==> config.mk <==
export PLATFORM = sky130hd
export DESIGN_NAME = multicycle_control_unit_flat
export DESIGN_NICKNAME = d
export VERILOG_FILES = /design/src/rtl/multicycle_control_unit_if.sv /design/src/rtl/multicycle_control_unit.sv /design/src/flat_wrapper.sv
export SDC_FILE = /design/constraint.sdc
export NUM_CORES = 1
export LEC_CHECK = 0
export BUFFER_PORTS_ARGS = -buffer_cell sky130_fd_sc_hd__buf_4
export CAP_MARGIN = 5
export CORE_MARGIN = 2
export CORE_UTILIZATION = 46
export DETAILED_ROUTE_END_ITERATION = 8
export PLACE_DENSITY = 0.73
export SLEW_MARGIN = 20
export SYNTH_ARGS = -nofsm -noshare
export SYNTH_HDL_FRONTEND = slang
export SYNTH_SLANG_ARGS = --single-unit
==> constraint.sdc <==
create_clock -name clk -period 5.2 [get_ports clk]
set_input_delay 1.04 -clock clk [delete_from_list [all_inputs] [get_ports clk]]
set_output_delay 1.04 -clock clk [all_outputs]
set_load 0.05 [all_outputs]
==> src/rtl/multicycle_control_unit_if.sv <==
// Control bundle between the multicycle control unit and the datapath.
// The master side (control unit) consumes Run/opcode and drives every
// datapath control plus the debug/status outputs. The slave side is the
// datapath or a testbench.
interface multicycle_control_unit_if #(
    parameter int CNT_WIDTH = 16
);
    // Handshake and instruction input
    logic                 Run;
    logic [5:0]           opcode;

    // Datapath single-bit controls
    logic                 PC_write;
    logic                 Branch;
    logic                 Reg_write;
    logic                 Mem_to_reg;
    logic                 Reg_dst;
    logic                 IorD;
    logic                 Mem_write;
    logic                 IR_write;

    // Datapath mux selects and ALU operation
    logic [1:0]           PC_src;
    logic [1:0]           ALU_src_a;
    logic [1:0]           ALU_src_b;
    logic [3:0]           ALU_control;

    // Debug and status
    logic [3:0]           state_out;
    logic                 halted;
    logic                 illegal_op;
    logic [CNT_WIDTH-1:0] instr_count;

    modport master (
        input  Run, opcode,
        output PC_write, Branch, Reg_write, Mem_to_reg, Reg_dst, IorD,
               Mem_write, IR_write, PC_src, ALU_src_a, ALU_src_b,
               ALU_control, state_out, halted, illegal_op, instr_count
    );

    modport slave (
        output Run, opcode,
        input  PC_write, Branch, Reg_write, Mem_to_reg, Reg_dst, IorD,
               Mem_write, IR_write, PC_src, ALU_src_a, ALU_src_b,
               ALU_control, state_out, halted, illegal_op, instr_count
    );
endinterface

==> src/rtl/multicycle_control_unit.sv <==
// Moore control FSM for the multicycle CPU datapath. Sequences
// fetch/decode/execute/memory/writeback one instruction at a time,
// tracks retired instructions, flags undefined opcodes and parks in HALT.
module multicycle_control_unit #(
    parameter int CNT_WIDTH = 16
) (
    input  logic                           clk,
    input  logic                           rst,
    multicycle_control_unit_if.master      bus
);

    // Opcodes
    localparam logic [5:0] OP_ADD  = 6'h01;
    localparam logic [5:0] OP_SUB  = 6'h02;
    localparam logic [5:0] OP_AND  = 6'h03;
    localparam logic [5:0] OP_OR   = 6'h04;
    localparam logic [5:0] OP_SLT  = 6'h05;
    localparam logic [5:0] OP_NOR  = 6'h06;
    localparam logic [5:0] OP_ADDI = 6'h08;
    localparam logic [5:0] OP_ANDI = 6'h09;
    localparam logic [5:0] OP_ORI  = 6'h0A;
    localparam logic [5:0] OP_SLTI = 6'h0B;
    localparam logic [5:0] OP_LW   = 6'h10;
    localparam logic [5:0] OP_SW   = 6'h11;
    localparam logic [5:0] OP_BNE  = 6'h20;
    localparam logic [5:0] OP_J    = 6'h21;
    localparam logic [5:0] OP_HALT = 6'h3F;

    // ALU operation codes
    localparam logic [3:0] ALU_AND = 4'b0000;
    localparam logic [3:0] ALU_OR  = 4'b0001;
    localparam logic [3:0] ALU_ADD = 4'b0010;
    localparam logic [3:0] ALU_SUB = 4'b0110;
    localparam logic [3:0] ALU_SLT = 4'b0111;
    localparam logic [3:0] ALU_NOR = 4'b1100;

    localparam logic [CNT_WIDTH-1:0] CNT_ONE = CNT_WIDTH'(1);

    typedef enum logic [3:0] {
        S_IDLE     = 4'd0,
        S_FETCH    = 4'd1,
        S_DECODE   = 4'd2,
        S_EXEC_R   = 4'd3,
        S_EXEC_I   = 4'd4,
        S_ALU_WB   = 4'd5,
        S_MEM_ADDR = 4'd6,
        S_MEM_RD   = 4'd7,
        S_MEM_WB   = 4'd8,
        S_MEM_WR   = 4'd9,
        S_BRANCH   = 4'd10,
        S_JUMP     = 4'd11,
        S_HALT     = 4'd12
    } state_t;

    function automatic logic is_rtype(input logic [5:0] op);
        return (op == OP_ADD) || (op == OP_SUB) || (op == OP_AND) ||
               (op == OP_OR)  || (op == OP_SLT) || (op == OP_NOR);
    endfunction

    function automatic logic is_itype(input logic [5:0] op);
        return (op == OP_ADDI) || (op == OP_ANDI) ||
               (op == OP_ORI)  || (op == OP_SLTI);
    endfunction

    function automatic logic is_mem(input logic [5:0] op);
        return (op == OP_LW) || (op == OP_SW);
    endfunction

    // ANDI/ORI take the zero-extended immediate on ALU source B input 3.
    function automatic logic is_zext_imm(input logic [5:0] op);
        return (op == OP_ANDI) || (op == OP_ORI);
    endfunction

    // ALU operation for the R-type and I-type arithmetic/logic opcodes.
    function automatic logic [3:0] alu_for_op(input logic [5:0] op);
        logic [3:0] alu;
        case (op)
            OP_ADD, OP_ADDI: alu = ALU_ADD;
            OP_SUB:          alu = ALU_SUB;
            OP_AND, OP_ANDI: alu = ALU_AND;
            OP_OR,  OP_ORI:  alu = ALU_OR;
            OP_SLT, OP_SLTI: alu = ALU_SLT;
            OP_NOR:          alu = ALU_NOR;
            default:         alu = ALU_ADD;
        endcase
        return alu;
    endfunction

    state_t                 state_q, state_d;
    logic [CNT_WIDTH-1:0]   instr_count_q, instr_count_d;
    logic                   illegal_op_q, illegal_op_d;

    logic                   pc_write, branch, reg_write, mem_to_reg;
    logic                   reg_dst, iord, mem_write, ir_write, halted;
    logic [1:0]             pc_src, alu_src_a, alu_src_b;
    logic [3:0]             alu_control;

    // State, retired-instruction counter and sticky illegal flag registers.
    always_ff @(posedge clk or posedge rst) begin
        if (rst) begin
            state_q       <= S_IDLE;
            instr_count_q <= '0;
            illegal_op_q  <= 1'b0;
        end else begin
            state_q       <= state_d;
            instr_count_q <= instr_count_d;
            illegal_op_q  <= illegal_op_d;
        end
    end

    // Next-state selection; retire states count and sample Run here.
    always_comb begin
        logic retire;
        state_d       = state_q;
        instr_count_d = instr_count_q;
        illegal_op_d  = illegal_op_q;
        retire        = 1'b0;
        case (state_q)
            S_IDLE: begin
                if (bus.Run) state_d = S_FETCH;
            end
            S_FETCH: state_d = S_DECODE;
            S_DECODE: begin
                if (is_rtype(bus.opcode)) begin
                    state_d = S_EXEC_R;
                end else if (is_itype(bus.opcode)) begin
                    state_d = S_EXEC_I;
                end else if (is_mem(bus.opcode)) begin
                    state_d = S_MEM_ADDR;
                end else if (bus.opcode == OP_BNE) begin
                    state_d = S_BRANCH;
                end else if (bus.opcode == OP_J) begin
                    state_d = S_JUMP;
                end else if (bus.opcode == OP_HALT) begin
                    // HALT counts as retired on entry, then never leaves.
                    state_d       = S_HALT;
                    instr_count_d = instr_count_q + CNT_ONE;
                end else begin
                    // Undefined opcode: abandon it without retiring.
                    illegal_op_d = 1'b1;
                    state_d      = bus.Run ? S_FETCH : S_IDLE;
                end
            end
            S_EXEC_R:   state_d = S_ALU_WB;
            S_EXEC_I:   state_d = S_ALU_WB;
            S_MEM_ADDR: state_d = (bus.opcode == OP_LW) ? S_MEM_RD : S_MEM_WR;
            S_MEM_RD:   state_d = S_MEM_WB;
            S_ALU_WB, S_MEM_WB, S_MEM_WR, S_BRANCH, S_JUMP: retire = 1'b1;
            S_HALT:     state_d = S_HALT;
            default:    state_d = S_IDLE;
        endcase
        if (retire) begin
            instr_count_d = instr_count_q + CNT_ONE;
            state_d       = bus.Run ? S_FETCH : S_IDLE;
        end
    end

    // Moore outputs: datapath controls decoded from state (and opcode where the op matters).
    always_comb begin
        pc_write    = 1'b0;
        branch      = 1'b0;
        reg_write   = 1'b0;
        mem_to_reg  = 1'b0;
        reg_dst     = 1'b0;
        iord        = 1'b0;
        mem_write   = 1'b0;
        ir_write    = 1'b0;
        halted      = 1'b0;
        pc_src      = 2'd0;
        alu_src_a   = 2'd0;
        alu_src_b   = 2'd0;
        alu_control = 4'b0000;
        case (state_q)
            S_FETCH: begin
                // Load IR and advance PC to PC+1 through the ALU.
                ir_write    = 1'b1;
                pc_write    = 1'b1;
                alu_src_a   = 2'd0;
                alu_src_b   = 2'd1;
                alu_control = ALU_ADD;
                pc_src      = 2'd0;
            end
            S_DECODE: begin
                // Speculatively form the branch target PC+1+simm.
                alu_src_a   = 2'd0;
                alu_src_b   = 2'd2;
                alu_control = ALU_ADD;
            end
            S_EXEC_R: begin
                alu_src_a   = 2'd1;
                alu_src_b   = 2'd0;
                alu_control = alu_for_op(bus.opcode);
            end
            S_EXEC_I: begin
                alu_src_a   = 2'd1;
                alu_src_b   = is_zext_imm(bus.opcode) ? 2'd3 : 2'd2;
                alu_control = alu_for_op(bus.opcode);
            end
            S_ALU_WB: begin
                reg_write  = 1'b1;
                mem_to_reg = 1'b0;
                reg_dst    = is_rtype(bus.opcode);
            end
            S_MEM_ADDR: begin
                alu_src_a   = 2'd1;
                alu_src_b   = 2'd2;
                alu_control = ALU_ADD;
            end
            S_MEM_RD: begin
                iord = 1'b1;
            end
            S_MEM_WB: begin
                reg_write  = 1'b1;
                mem_to_reg = 1'b1;
                reg_dst    = 1'b0;
            end
            S_MEM_WR: begin
                iord      = 1'b1;
                mem_write = 1'b1;
            end
            S_BRANCH: begin
                // Datapath gates the PC load with the zero flag (rs != rt).
                alu_src_a   = 2'd1;
                alu_src_b   = 2'd0;
                alu_control = ALU_SUB;
                branch      = 1'b1;
                pc_src      = 2'd1;
            end
            S_JUMP: begin
                pc_write = 1'b1;
                pc_src   = 2'd2;
            end
            S_HALT: begin
                halted = 1'b1;
            end
            default: begin
            end
        endcase
    end

    assign bus.PC_write    = pc_write;
    assign bus.Branch      = branch;
    assign bus.Reg_write   = reg_write;
    assign bus.Mem_to_reg  = mem_to_reg;
    assign bus.Reg_dst     = reg_dst;
    assign bus.IorD        = iord;
    assign bus.Mem_write   = mem_write;
    assign bus.IR_write    = ir_write;
    assign bus.PC_src      = pc_src;
    assign bus.ALU_src_a   = alu_src_a;
    assign bus.ALU_src_b   = alu_src_b;
    assign bus.ALU_control = alu_control;
    assign bus.state_out   = state_q;
    assign bus.halted      = halted;
    assign bus.illegal_op  = illegal_op_q;
    assign bus.instr_count = instr_count_q;

endmodule

==> src/flat_wrapper.sv <==
// flat-port wrapper written by rule: the top's interface ports become plain ports
module multicycle_control_unit_flat 
#(
    parameter int CNT_WIDTH = 16
)
  (clk, rst, bus_Run, bus_opcode, bus_PC_write, bus_Branch, bus_Reg_write, bus_Mem_to_reg, bus_Reg_dst, bus_IorD, bus_Mem_write, bus_IR_write, bus_PC_src, bus_ALU_src_a, bus_ALU_src_b, bus_ALU_control, bus_state_out, bus_halted, bus_illegal_op, bus_instr_count);
  multicycle_control_unit_if #(.CNT_WIDTH(CNT_WIDTH)) bus_i ();
  input  logic clk;
  input  logic rst;
  input wire logic [$bits(bus_i.Run)-1:0] bus_Run;
  input wire logic [$bits(bus_i.opcode)-1:0] bus_opcode;
  output wire logic [$bits(bus_i.PC_write)-1:0] bus_PC_write;
  output wire logic [$bits(bus_i.Branch)-1:0] bus_Branch;
  output wire logic [$bits(bus_i.Reg_write)-1:0] bus_Reg_write;
  output wire logic [$bits(bus_i.Mem_to_reg)-1:0] bus_Mem_to_reg;
  output wire logic [$bits(bus_i.Reg_dst)-1:0] bus_Reg_dst;
  output wire logic [$bits(bus_i.IorD)-1:0] bus_IorD;
  output wire logic [$bits(bus_i.Mem_write)-1:0] bus_Mem_write;
  output wire logic [$bits(bus_i.IR_write)-1:0] bus_IR_write;
  output wire logic [$bits(bus_i.PC_src)-1:0] bus_PC_src;
  output wire logic [$bits(bus_i.ALU_src_a)-1:0] bus_ALU_src_a;
  output wire logic [$bits(bus_i.ALU_src_b)-1:0] bus_ALU_src_b;
  output wire logic [$bits(bus_i.ALU_control)-1:0] bus_ALU_control;
  output wire logic [$bits(bus_i.state_out)-1:0] bus_state_out;
  output wire logic [$bits(bus_i.halted)-1:0] bus_halted;
  output wire logic [$bits(bus_i.illegal_op)-1:0] bus_illegal_op;
  output wire logic [$bits(bus_i.instr_count)-1:0] bus_instr_count;
  assign bus_i.Run = bus_Run;
  assign bus_i.opcode = bus_opcode;
  assign bus_PC_write = bus_i.PC_write;
  assign bus_Branch = bus_i.Branch;
  assign bus_Reg_write = bus_i.Reg_write;
  assign bus_Mem_to_reg = bus_i.Mem_to_reg;
  assign bus_Reg_dst = bus_i.Reg_dst;
  assign bus_IorD = bus_i.IorD;
  assign bus_Mem_write = bus_i.Mem_write;
  assign bus_IR_write = bus_i.IR_write;
  assign bus_PC_src = bus_i.PC_src;
  assign bus_ALU_src_a = bus_i.ALU_src_a;
  assign bus_ALU_src_b = bus_i.ALU_src_b;
  assign bus_ALU_control = bus_i.ALU_control;
  assign bus_state_out = bus_i.state_out;
  assign bus_halted = bus_i.halted;
  assign bus_illegal_op = bus_i.illegal_op;
  assign bus_instr_count = bus_i.instr_count;
  multicycle_control_unit #(.CNT_WIDTH(CNT_WIDTH)) u_core (.clk(clk), .rst(rst), .bus(bus_i));
endmodule
# Word-level counts from Yosys, hierarchy flattened
# Memory sizes are Yosys's and may differ from the RTL's.
# Index checks and enable logic that the tools add are counted.
[word_totals]
memories = 2
elab_cells = 107
register_bits = 21
in_bits = 9
output_inout_bits = 40
rom_bits = 128
[memory_table]
columns = ["name", "depth", "word_bits", "rd", "rd_clocked_by_memory_dff", "write_ports", "line", "source"]
rows = [
  ["(no name shown)", 16, 4, 1, 0, 0, "multicycle_control_unit.sv:77", "case (op)"],
  ["(no name shown)", 16, 4, 1, 0, 0, "multicycle_control_unit.sv:77", ""],
]
[op_classes]
muxes = 36
n_bitwise = 6
reduce_logical = 25
n_eq_ne = 34
addsub = 1
[op_table]
columns = ["op", "count"]
rows = [
  ["16-bit 2-to-1 mux", 8],
  ["4-bit 2-to-1 mux", 11],
  ["4-bit case mux with 8 select lines", 1],
  ["6-bit by 4-bit equality test with 1-bit output, second input constant", 4],
  ["4-bit equality test, second input constant", 5],
  ["6-bit by 3-bit equality test with 1-bit output, second input constant", 3],
  ["6-bit equality test, second input constant", 3],
  ["16-bit by 1-bit adder with 16-bit output, second input constant", 1],
  ["4-bit by 3-bit equality test with 1-bit output, second input constant", 4],
  ["4-bit case mux with 4 select lines", 1],
  ["7-bit AND reduction", 2],
  ["1-bit 2-to-1 mux", 13],
  ["6-bit by 2-bit equality test with 1-bit output, second input constant", 2],
  ["6-bit by 5-bit equality test with 1-bit output, second input constant", 2],
  ["1-bit logical OR", 10],
  ["2-bit inequality test, second input constant", 5],
  ["2-bit OR reduction", 5],
  ["4-bit by 2-bit equality test with 1-bit output, second input constant", 2],
  ["6-bit by 1-bit equality test with 1-bit output, second input constant", 1],
  ["1-bit inverter", 6],
  ["2-bit case mux with 3 select lines", 1],
  ["5-bit OR reduction", 1],
  ["4-bit by 1-bit equality test with 1-bit output, second input constant", 1],
  ["4-bit zero test", 1],
  ["other kinds (8)", 9],
]

# Depth between registers and ports, before layout
[logic_depth]
ltp_word = 9
mapped_depth = 7
depth_no_buf = 7

# Least setup slack after synthesis
# OpenSTA, ideal clock, no wires.
[synth_path]
path_type = "in2out"
start = "input bus_opcode[2]"
end = "output bus_Reg_dst"
path_buffers = 1
path_stages = 4
required_ns = 4.160
arrival_time_ns = 2.969
setup_slack_ns = 1.191
path_cell_list = "buf_2 nand2b_1 a311oi_1 nor3b_1"
[synth_between]
elab_chain_cells = 7
elab_cells_between_ends = 12
cone_classes = "6 x eq/ne; 1 x mux; 5 x reduce/logical"
[synth_lines]
columns = ["element", "line", "source"]
rows = [
  ["start, declared", "flat_wrapper.sv:11", "input wire logic [$bits(bus_i.opcode)-1:0] bus_opcode;"],
  ["6-bit by 1-bit equality test with 1-bit output or 6-bit by 2-bit equality test with 1-bit output (tied branches)", "multicycle_control_unit.sv:56", "return (op == OP_ADD) || (op == OP_SUB) || (op == OP_AND) ||"],
  ["1-bit logical OR (3 in series)", "multicycle_control_unit.sv:56", ""],
  ["1-bit logical OR", "multicycle_control_unit.sv:57", "(op == OP_OR) || (op == OP_SLT) || (op == OP_NOR);"],
  ["1-bit logical OR *", "multicycle_control_unit.sv:57", ""],
  ["1-bit 2-to-1 mux *", "multicycle_control_unit.sv:173", "case (state_q)"],
  ["end, declared", "flat_wrapper.sv:16", "output wire logic [$bits(bus_i.Reg_dst)-1:0] bus_Reg_dst;"],
]
# Every way passes the cells marked *; elsewhere a longest branch is shown, timed or not.

# Worst setup path in the final report
[layout_path]
start = "input bus_opcode[0]"
end = "output bus_Reg_dst"
# The elaborated chain is that of the path after synthesis.

==> metrics.yaml <==
critical_path:
  startpoint_type: "primary input"
  reg2reg_depth: 4
  end_kind: "output pin"
  endpoint: "bus_Reg_dst"
  crit_required_ns: 4.16
  path_max_fanout: 4
  r2r_start: "u_core.bus.state_out[2]"
  crit_start: "bus_opcode[0]"
  r2r-end: "u_core.bus.instr_count[1]"
  r2r_slack_ns: 3.05
  worstSetupPathType: "in -> out"
  crit_arrival_ns: 2.64
synth:
  ys_warn_count: 0
  synthCells: 184
  synth.yosys.seq_area_share_pct: 32.7
  synth-seq-cells: 21
  synth.avg_cell_area_um2: 8.74
  synth_cell_types: 51
  syn-num-nets: 198
  netlist_area_um2: 1610
routing:
  dr.pass1.iters: 4
  vias_per_cell: 5.33
  wl_mm: 3.43
  drt_iter0_drc: 79
  postRouteAntennaNets: 0
  drc: 0
  avgRoutedWirePerCell_um: 12.7
  num_vias: 1440
place:
  post-dp-hpwl_mm: 2.56
  gp_congestion: 0.801
  portBuffers: 47
min_path:
  holdCritPathClass: "reg -> reg"
floorplanning:
  ios: 49
  core_um2: 3340
  die_x_um: 63.1
  die_area_um2: 3980
  rows: 21
  initial_core_util_pct: 48.2
  die_y_um: 63.1
power_and_ir_drop:
  seqPwrFrac_pct: 28.8
  combPwrFrac_pct: 62.9
  power_switching_w: 0.000513
  powerDensity_nw_per_um2: 458
  switching_share_pct: 56.4
  p_clk_share_pct: 8.3
  ir_drop_v: 0.000262
  p_leak_nw: 0.979
  intPower_w: 0.000397
timing:
  tightest_slew_ns: 0.760
  fin_crit_ns: 3.68
  tns_ns: 0
  fin_skew_ns: 0.00829
  fmax_mhz: 272
  setup_violations: 0
  period_share_pct: 70.8
  rsz0062_at_grt: "false"
  maxSlewViolCount: 0
  slew_headroom_pct: 49.3
  hold_viol: 0
cells_and_area:
  layout_common_cells: "47 x buf_4, 21 x dfrtp_1, 18 x nor2_1"
  final_util_pct: 59.5
  syn_to_final_growth_pct: 23.5
  finalNetCount: 239
  final_common_cell: "buf_4"
  layout-drive-gt1-share_pct: 29.9
  antenna_cells: 0
clocking:
  ctsRootBufferMaster: "clkbuf_4"
  cts.htree.levels: 1
  cts_buffers: 3
  cts_hold_buf: 0
  path_clk_slew_ns: 0.11
  max-clock-path-buffers: 2
  cts_tree: "done"
  postCtsSetupBuffers: 0
  cts_resized: 0
  insertion_delay_ns: 0.30
  clock-sinks: 21
run:
  maxCapViolCount: 0
global_route:
  grt_usage_pct: 17.7
  grt_pass1_vias: 1231
  grt_pass1_wl_mm: 5.75
  antenna_found_initial: 0
  grt_max_degree: 24
  grt.overflow.total: 0
outcome:
  outcome: "finished clean"
==> logic make-up (layout without fill, tap and decap cells) <==
logic type      after synthesis  count (layout)  share of synthesized area, %
simple gates                 90              90                          34.6
compound gates               28              28                          12.1
flops                        21              21                          32.7
buf+inv                      20              60                          5.84
xor+xnor                     17              17                          9.26
fa+ha+maj                     5               5                          3.89
mux                           2               2                          1.40
other cells                   1               1                         0.233
==> through the flow <==
stage	hold slack, ns	total power, W	setup WS [ns]	cell area, um2	cells
finish	0.474	0.000909	1.52	1990	270
global route	0.509	0.000965	1.33	1990	270
CTS	0.485	0.000917	1.55	1990	270
detailed placement	0.462	0.000839	1.57	1960	266
global placement	0.460	0.000837	1.56	1960	266
floorplan	0.779	0.000690	1.19	1610	184
==> power by group through the flow <==
| stage | clock [W] | combinational (W) | sequential, W |
|---|---|---|---|
| after floorplan | 0 | 0.000365 | 0.000325 |
| after global placement | 0 | 0.000572 | 0.000265 |
| after detailed placement | 0 | 0.000574 | 0.000264 |
| after CTS | 0.0000801 | 0.000576 | 0.000261 |
| after global routing | 0.0000873 | 0.000608 | 0.000269 |
| final | 0.0000757 | 0.000572 | 0.000262 |
==> cell type report <==
type / count / area (um2)
fillers: 317 / 1350
well taps: 46 / 57.6
clock inverters: 1 / 5.00
multi-input cells: 143 / 988
repair buffers: 47 / 353
flip-flops and latches: 21 / 526
clock buffers: 3 / 22.5
inverters: 9 / 33.8
==> critical path, stage by stage <==
cell and delay [ns]:
buf_4 0.12, inv_1 0.07, ha_1 0.22, nor2_1 0.08, a311oi_1 0.60, nor3b_1 0.27, buf_4 0.23
==> worst min-delay path by stage <==
| stage | startpoint | end | cells after the start |
|---|---|---|---|
| 2_1_floorplan | u_core.bus.instr_count[15] | u_core.bus.instr_count[15] | 1 |
| 3_3_place_gp | u_core.bus.instr_count[15] | u_core.bus.instr_count[15] | 1 |
| 3_5_place_dp | u_core.bus.illegal_op | u_core.bus.illegal_op | 1 |
| 4_1_cts | u_core.bus.instr_count[15] | u_core.bus.instr_count[15] | 1 |
| 5_1_grt | u_core.bus.instr_count[15] | u_core.bus.instr_count[15] | 1 |
| 6_report | u_core.bus.instr_count[15] | u_core.bus.instr_count[15] | 1 |
==> sequential cells by signal, summed over array words and instances, names as in the netlist <==
name and flops:
u_core.bus.illegal_op 1, u_core.bus.instr_count 16, u_core.bus.state_out 4
==> synthesized netlist by cell type (all sizes together) <==
cell type	number	share of area, %
nand2b	7	2.7
nand4	3	1.9
mux2	2	1.4
nand4b	1	0.54
nand3	8	2.5
clkbuf	5	1.2
a211o	1	0.54
inv	9	2.1
or4	1	0.47
o22ai	3	1.2
nor4b	4	3.0
a31oi	3	1.2
a31o	1	0.54
nor2b	5	1.9
o221ai	1	0.54
dfrtp	21	33
ha	5	3.9
nand3b	3	1.4
xnor2	2	1.1
a21o	1	0.47
a2111oi	1	0.54
and2	2	0.78
o21ai	5	1.6
xor2	15	8.2
nand2	15	3.5
nor4	4	2.7
or2	2	0.78
nor3	11	5.0
or3	2	0.78
a311oi	2	1.1
conb	1	0.23
buf	6	2.6
a22o	1	0.54
a21oi	7	2.9
and4	1	0.54
nor3b	2	1.2
o32a	1	0.62
or3b	1	0.54
nor2	18	4.2
o31ai	1	0.47
==> layer usage <==
layer / track usage [%] / vias to the layer above / part of all wire [%]
li1: - / 725 / -
met1: 25.9 / 664 / 48
met2: 26.5 / 49 / 46
met3: 4.29 / 2 / 5.4
met4: 3.89 / 0 / 0.41
met5: 0 / - / 0
Note: power is estimated with default switching activity, not from simulation.
